===== src/rtl/serial_out_seq_if.sv =====
// rtl/serial_out_seq_if.sv - descriptor push channel between host and serial_out_seq
interface serial_out_seq_if #(
  parameter int DATA_BIT = 32
);
  logic                desc_valid_i;
  logic                desc_ready_o;
  logic [DATA_BIT-1:0] desc_pattern_i;
  logic [DATA_BIT-1:0] desc_freq_i;
  logic [7:0]          desc_slow_i;
  logic [7:0]          desc_fast_i;
  logic [7:0]          desc_passes_i;

  modport master (
    output desc_valid_i, desc_pattern_i, desc_freq_i, desc_slow_i, desc_fast_i, desc_passes_i,
    input  desc_ready_o
  );

  modport slave (
    input  desc_valid_i, desc_pattern_i, desc_freq_i, desc_slow_i, desc_fast_i, desc_passes_i,
    output desc_ready_o
  );
endinterface


===== src/rtl/serial_out_seq.sv =====
// rtl/serial_out_seq.sv - descriptor FIFO sequencer driving one serial_out in one-shot mode
// Optional abort path (abort_i, stop_o pulse) enabled by defining SEQ_ABORT_EN.
module serial_out_seq #(
  parameter int DATA_BIT = 32,
  parameter int QDEPTH   = 4
) (
  input  logic                     clk_i,
  input  logic                     rst_i,
  serial_out_seq_if.slave          desc,
  output logic [DATA_BIT-1:0]      out_pattern_o,
  output logic [DATA_BIT-1:0]      freq_pattern_o,
  output logic [7:0]               slow_period_o,
  output logic [7:0]               fast_period_o,
  output logic                     mode_o,
  output logic                     start_o,
  output logic                     stop_o,
`ifdef SEQ_ABORT_EN
  input  logic                     abort_i,
`endif
  input  logic                     done_tick_i,
  output logic                     busy_o,
  output logic                     desc_done_o,
  output logic [$clog2(QDEPTH):0]  level_o
);
  localparam int          AW   = $clog2(QDEPTH);
  localparam logic [AW:0] FULL = (AW+1)'(QDEPTH);

  typedef enum logic [1:0] {S_IDLE, S_START, S_WAIT} state_t;

  state_t              state, state_nx;
  logic [DATA_BIT-1:0] pat_mem  [QDEPTH];
  logic [DATA_BIT-1:0] freq_mem [QDEPTH];
  logic [7:0]          slow_mem [QDEPTH];
  logic [7:0]          fast_mem [QDEPTH];
  logic [7:0]          pass_mem [QDEPTH];
  logic [AW-1:0]       wr_ptr, rd_ptr;
  logic [7:0]          pass_left;
  logic [AW:0]         level_nx;
  logic                ready_q;
  logic                abort, push, pop, dec, done_nx;

`ifdef SEQ_ABORT_EN
  assign abort = abort_i;
`else
  assign abort = 1'b0;
`endif

  assign desc.desc_ready_o = ready_q;
  assign mode_o            = 1'b0;
  // ready_q reflects the occupancy before this edge, so a full FIFO refuses a push even while popping
  assign push     = desc.desc_valid_i & ready_q & ~abort;
  assign level_nx = level_o + {{AW{1'b0}}, push} - {{AW{1'b0}}, pop};

  always_comb begin
    state_nx = state;
    pop      = 1'b0;
    dec      = 1'b0;
    done_nx  = 1'b0;
    case (state)
      S_IDLE: begin
        if (level_o != '0) begin
          pop      = 1'b1;
          state_nx = S_START;
        end
      end
      S_START: begin
        dec      = 1'b1;
        state_nx = S_WAIT;
      end
      S_WAIT: begin
        if (done_tick_i) begin
          if (pass_left != 8'd0) begin
            state_nx = S_START;
          end else begin
            done_nx = 1'b1;
            if (level_o != '0) begin
              pop      = 1'b1;
              state_nx = S_START;
            end else begin
              state_nx = S_IDLE;
            end
          end
        end
      end
      default: state_nx = S_IDLE;
    endcase
    if (abort) begin
      state_nx = S_IDLE;
      pop      = 1'b0;
      dec      = 1'b0;
      done_nx  = 1'b0;
    end
  end

  always_ff @(posedge clk_i) begin
    if (push) begin
      pat_mem[wr_ptr]  <= desc.desc_pattern_i;
      freq_mem[wr_ptr] <= desc.desc_freq_i;
      slow_mem[wr_ptr] <= desc.desc_slow_i;
      fast_mem[wr_ptr] <= desc.desc_fast_i;
      pass_mem[wr_ptr] <= desc.desc_passes_i;
    end
  end

  always_ff @(posedge clk_i) begin
    if (rst_i) begin
      state          <= S_IDLE;
      wr_ptr         <= '0;
      rd_ptr         <= '0;
      level_o        <= '0;
      ready_q        <= 1'b1;
      out_pattern_o  <= '0;
      freq_pattern_o <= '0;
      slow_period_o  <= '0;
      fast_period_o  <= '0;
      pass_left      <= '0;
      start_o        <= 1'b0;
      stop_o         <= 1'b0;
      busy_o         <= 1'b0;
      desc_done_o    <= 1'b0;
    end else begin
      state       <= state_nx;
      start_o     <= (state_nx == S_START);
      busy_o      <= (state_nx != S_IDLE);
      desc_done_o <= done_nx;
      stop_o      <= abort;
      if (abort) begin
        rd_ptr  <= wr_ptr;
        level_o <= '0;
        ready_q <= 1'b1;
      end else begin
        if (push) wr_ptr <= wr_ptr + 1'b1;
        if (pop)  rd_ptr <= rd_ptr + 1'b1;
        level_o <= level_nx;
        ready_q <= (level_nx != FULL);
      end
      // holding registers only move on a pop, so the slave sees stable inputs for a whole pass
      if (pop) begin
        out_pattern_o  <= pat_mem[rd_ptr];
        freq_pattern_o <= freq_mem[rd_ptr];
        slow_period_o  <= slow_mem[rd_ptr];
        fast_period_o  <= fast_mem[rd_ptr];
        pass_left      <= (pass_mem[rd_ptr] == 8'd0) ? 8'd1 : pass_mem[rd_ptr];
      end else if (dec) begin
        pass_left <= pass_left - 1'b1;
      end
    end
  end
endmodule


===== src/flat_wrapper.sv =====
// flat-port wrapper written by rule: the top's interface ports become plain ports
module serial_out_seq_flat 
#(
  parameter int DATA_BIT = 32,
  parameter int QDEPTH   = 4
)
  (clk_i, rst_i, out_pattern_o, freq_pattern_o, slow_period_o, fast_period_o, mode_o, start_o, stop_o, done_tick_i, busy_o, desc_done_o, level_o, desc_desc_valid_i, desc_desc_pattern_i, desc_desc_freq_i, desc_desc_slow_i, desc_desc_fast_i, desc_desc_passes_i, desc_desc_ready_o);
  serial_out_seq_if #(.DATA_BIT(DATA_BIT)) desc_i ();
  input  logic clk_i;
  input  logic rst_i;
  output logic [DATA_BIT-1:0] out_pattern_o;
  output logic [DATA_BIT-1:0] freq_pattern_o;
  output logic [7:0] slow_period_o;
  output logic [7:0] fast_period_o;
  output logic mode_o;
  output logic start_o;
  output logic stop_o;
  input  logic done_tick_i;
  output logic busy_o;
  output logic desc_done_o;
  output logic [$clog2(QDEPTH):0] level_o;
  input wire logic [$bits(desc_i.desc_valid_i)-1:0] desc_desc_valid_i;
  input wire logic [$bits(desc_i.desc_pattern_i)-1:0] desc_desc_pattern_i;
  input wire logic [$bits(desc_i.desc_freq_i)-1:0] desc_desc_freq_i;
  input wire logic [$bits(desc_i.desc_slow_i)-1:0] desc_desc_slow_i;
  input wire logic [$bits(desc_i.desc_fast_i)-1:0] desc_desc_fast_i;
  input wire logic [$bits(desc_i.desc_passes_i)-1:0] desc_desc_passes_i;
  output wire logic [$bits(desc_i.desc_ready_o)-1:0] desc_desc_ready_o;
  assign desc_i.desc_valid_i = desc_desc_valid_i;
  assign desc_i.desc_pattern_i = desc_desc_pattern_i;
  assign desc_i.desc_freq_i = desc_desc_freq_i;
  assign desc_i.desc_slow_i = desc_desc_slow_i;
  assign desc_i.desc_fast_i = desc_desc_fast_i;
  assign desc_i.desc_passes_i = desc_desc_passes_i;
  assign desc_desc_ready_o = desc_i.desc_ready_o;
  serial_out_seq #(.DATA_BIT(DATA_BIT), .QDEPTH(QDEPTH)) u_core (.clk_i(clk_i), .rst_i(rst_i), .desc(desc_i), .out_pattern_o(out_pattern_o), .freq_pattern_o(freq_pattern_o), .slow_period_o(slow_period_o), .fast_period_o(fast_period_o), .mode_o(mode_o), .start_o(start_o), .stop_o(stop_o), .done_tick_i(done_tick_i), .busy_o(busy_o), .desc_done_o(desc_done_o), .level_o(level_o));
endmodule

===== config.mk =====
export PLATFORM = sky130hd
export DESIGN_NAME = serial_out_seq_flat
export DESIGN_NICKNAME = d
export VERILOG_FILES = /design/src/rtl/serial_out_seq_if.sv /design/src/rtl/serial_out_seq.sv /design/src/flat_wrapper.sv
export SDC_FILE = /design/constraint.sdc
export NUM_CORES = 1
export LEC_CHECK = 0
export CAP_MARGIN = 25
export CORE_MARGIN = 4
export CORE_UTILIZATION = 50
export CTS_BUF_LIST = sky130_fd_sc_hd__clkbuf_4
export DETAILED_ROUTE_END_ITERATION = 12
export HOLD_SLACK_MARGIN = 0.02
export PLACE_DENSITY = 0.72
export SYNTH_ARGS = -nofsm -noshare
export SYNTH_HDL_FRONTEND = slang
export SYNTH_SLANG_ARGS = --single-unit

===== constraint.sdc =====
create_clock -name clk_i -period 5.1 [get_ports clk_i]
set_input_delay 0.765 -clock clk_i [delete_from_list [all_inputs] [get_ports clk_i]]
set_output_delay 0.765 -clock clk_i [all_outputs]
set_load 0.01 [all_outputs]

==> impl_metrics.ini <==
[finish]
area_delta_synth_final_pct = 22.6
fill_cells = 2441
nets = 1311
final_cells = 1759
final_layout_size_suffix_gt1_share_pct = 23.5
multi_input_area_mm2 = 0.00393
regArea_mm2 = 0.0126

[synthesis]
ys_ff_latch = 455
avgSynthCellArea_um2 = 17.4
synth_area_leader_cell = edfxtp_1
async_flop_share_pct = 0
synth.area.top_cells = edfxtp_1 (63%), dfxtp_1 (12%), mux4_2 (12%)
synth-edff-count = 352
synth_flop_cell = edfxtp_1
ys_warn_count = 0
syn-instance-count = 970
synth_top_area_share_pct = 62.6
synth_area_mm2 = 0.0169
synth-seq-area-share_pct = 74.8
synthDistinctLibCells = 45

[drt]
antenna_left = 0
drc = 0
routed_wl_um = 36300
first_pass_iters = 5
drtIter0Drc = 684
wl_per_cell_um = 20.6
vias = 9736
viasPerCell = 5.53

[die]
ios = 181
die_width_um = 192
die_area_mm2 = 0.0368
chipHeight_um = 192
coreArea_mm2 = 0.0334
rows = 67
start_util_pct = 50.5

[clocking]
root_buffer = clkbuf_4
insertion_delay_ps = 780
numCtsBuffers = 113
clock-sinks = 455
cts.path.max_buffers = 3
htree_levels = 3
cts_tree = yes
cts_resized = 0
clk_pin_slew_worst_paths_ps = 70
cts-hold-fix-buffers = 0
postCtsSetupRepairBufs = 0

[power_and_ir_drop]
leakagePower_nw = 6.82
powerDensity_mw_per_mm2 = 537
vdd_drop_max_mv = 0.258

[grt]
grt-busiest-layer = met2
grt_first_pass_wirelength_um = 56400
use_met3_pct = 5.56
grt_max_degree = 87
met1_usage_pct = 26.3
gr-total-overflow = 0
grt_use_total_pct = 20.0
gr-usage-met2_pct = 32.1
grt_pass1_vias = 10200
antenna_found_initial = 4

[critical_path]
r2r-start = u_core.pass_left[0]
r2r_end = u_core.desc.desc_ready_o
critPathKind = reg -> reg
setup.worst_path.start_class = register
arrival_ps = 3630
cp-endpoint = u_core.desc.desc_ready_o
cp-end-kind = register
crit_path_start = u_core.pass_left[0]
rr_worst_depth = 14
worstPathRequired_ps = 5750
critPathMaxFanout = 5
r2r_setup_slack_ps = 2120

[hold_path]
hold_start = u_core.fast_period_o[3]
hold_path_class = reg -> reg

[sta]
min_period_ps = 2980
setup_slack_ps = 2120
finalCritPeriodShare_pct = 58.5
hold_viol = 0
rsz0062_at_grt = false
setup_viol = 0
relSlewSlack_pct = 41.4
tns_ps = 0
drv_slew = 0
tightest_slew_ps = 879
fmaxAchievable_mhz = 335
hold_slack_ps = 474
fin_worst_skew_ps = 37.2

[placement]
gp_congestion = 0.755
place_hpwl_um = 19800
dp_slack_ps = 1440
place_inst = 1541
port_buffers = 178

[job]
cap_violations = 0

[outcome]
status = completed
## layout by cell type (no fill, tap or decap), types with 15 or more instances in the layout
master | Yosys | routed
a21oi_1 | 89 | 89
buf_4 | 7 | 15
clkbuf_4 | 0 | 173
clkdlybuf4s50_1 | 0 | 177
clkinv_1 | 0 | 29
dfxtp_1 | 103 | 101
edfxtp_1 | 352 | 352
mux4_2 | 88 | 88
nand3_1 | 82 | 82
o21ai_0 | 83 | 83
## worst min-delay path by stage
stage | end | depth (start not counted)
detailed placement | u_core.fast_period_o[3] | 2
global placement | u_core.fast_period_o[3] | 2
CTS | u_core.fast_period_o[3] | 2
finish | u_core.fast_period_o[3] | 2
floorplan | u_core.wr_ptr[1] | 2
global route | u_core.out_pattern_o[14] | 2
## worst max-delay path: stages, from the launching register on
cell and delay, ps:
dfxtp_1 330, inv_1 110, ha_1 200, or4b_4 520
o21ai_4 170, nand2_1 150, inv_1 150, ha_1 130
inv_1 40, ha_1 180, fa_1 410, xnor2_1 150
xnor2_1 130, nor2_1 110, nand2_1 60
## state kept, by name (all words and copies together), names as in the netlist, 3 cells and up, named ones only
name                   count
u_core.fast_mem           32
u_core.fast_period_o       8
u_core.freq_mem          128
u_core.freq_pattern_o     32
u_core.level_o             3
u_core.out_pattern_o      32
u_core.pass_left           8
u_core.pass_mem           32
u_core.pat_mem           128
u_core.slow_mem           32
u_core.slow_period_o       8
## metal layers
metal / routed length (µm) / vias up
met3: 2650 / 58
met1: 15100 / 4907
met4: 772 / 4
met5: 34 / -
li1: - / 4433
met2: 17700 / 334
## kinds of logic after synthesis
| kind of cell | synth area share [%] |
|---|---|
| compound gates | 6.22 |
| mux | 11.7 |
| other cells | 0.0222 |
| buf+inv | 2.19 |
| simple gates | 4.07 |
| xor+xnor | 0.259 |
| fa+ha+maj | 0.711 |
| flops | 74.8 |
## cell type report
| class | instances | share of cell area (%) |
|---|---|---|
| timing repair buffer | 196 | 9.56 |
| clock buffer | 173 | 6.27 |
| antenna | 2 | 0.0242 |
| clock inverter | 41 | 1.16 |
| inverter | 12 | 0.218 |
| sequential | 455 | 61.1 |
| multi-input combinational | 432 | 19.0 |
| tap | 448 | 2.71 |
## synth_stat cells, drive strengths merged (3+ instances only)
cell type  count
a21oi         89
a31oi          4
and3           4
buf           22
clkbuf        50
dfxtp        103
edfxtp       352
ha             8
inv           12
mux4          88
nand2          8
nand2b         3
nand3         82
nor2          12
nor2b          3
nor3          10
o21ai         84
or3            4
xnor2          4
## per-stage QoR
step                utilization (%)  instance area, µm²  total power [W]
floorplan                         -               16900          0.00676
global placement               57.0               19100          0.00798
detailed placement             57.1               19100          0.00807
CTS                            61.7               20600           0.0112
global route                   61.9               20700           0.0118
finish                         61.9               20700           0.0111
## where the power goes
| part | switching (W) | leakage [nW] | internal (W) | total (W) |
|---|---|---|---|---|
| clock | 0.00141 | 0.920 | 0.00170 | 0.00311 |
| combinational | 0.00157 | 1.82 | 0.00149 | 0.00306 |
| sequential | 0.000393 | 4.08 | 0.00456 | 0.00495 |
| total | 0.00338 | 6.82 | 0.00774 | 0.0111 |
Note: power is estimated with default switching activity, not from simulation.
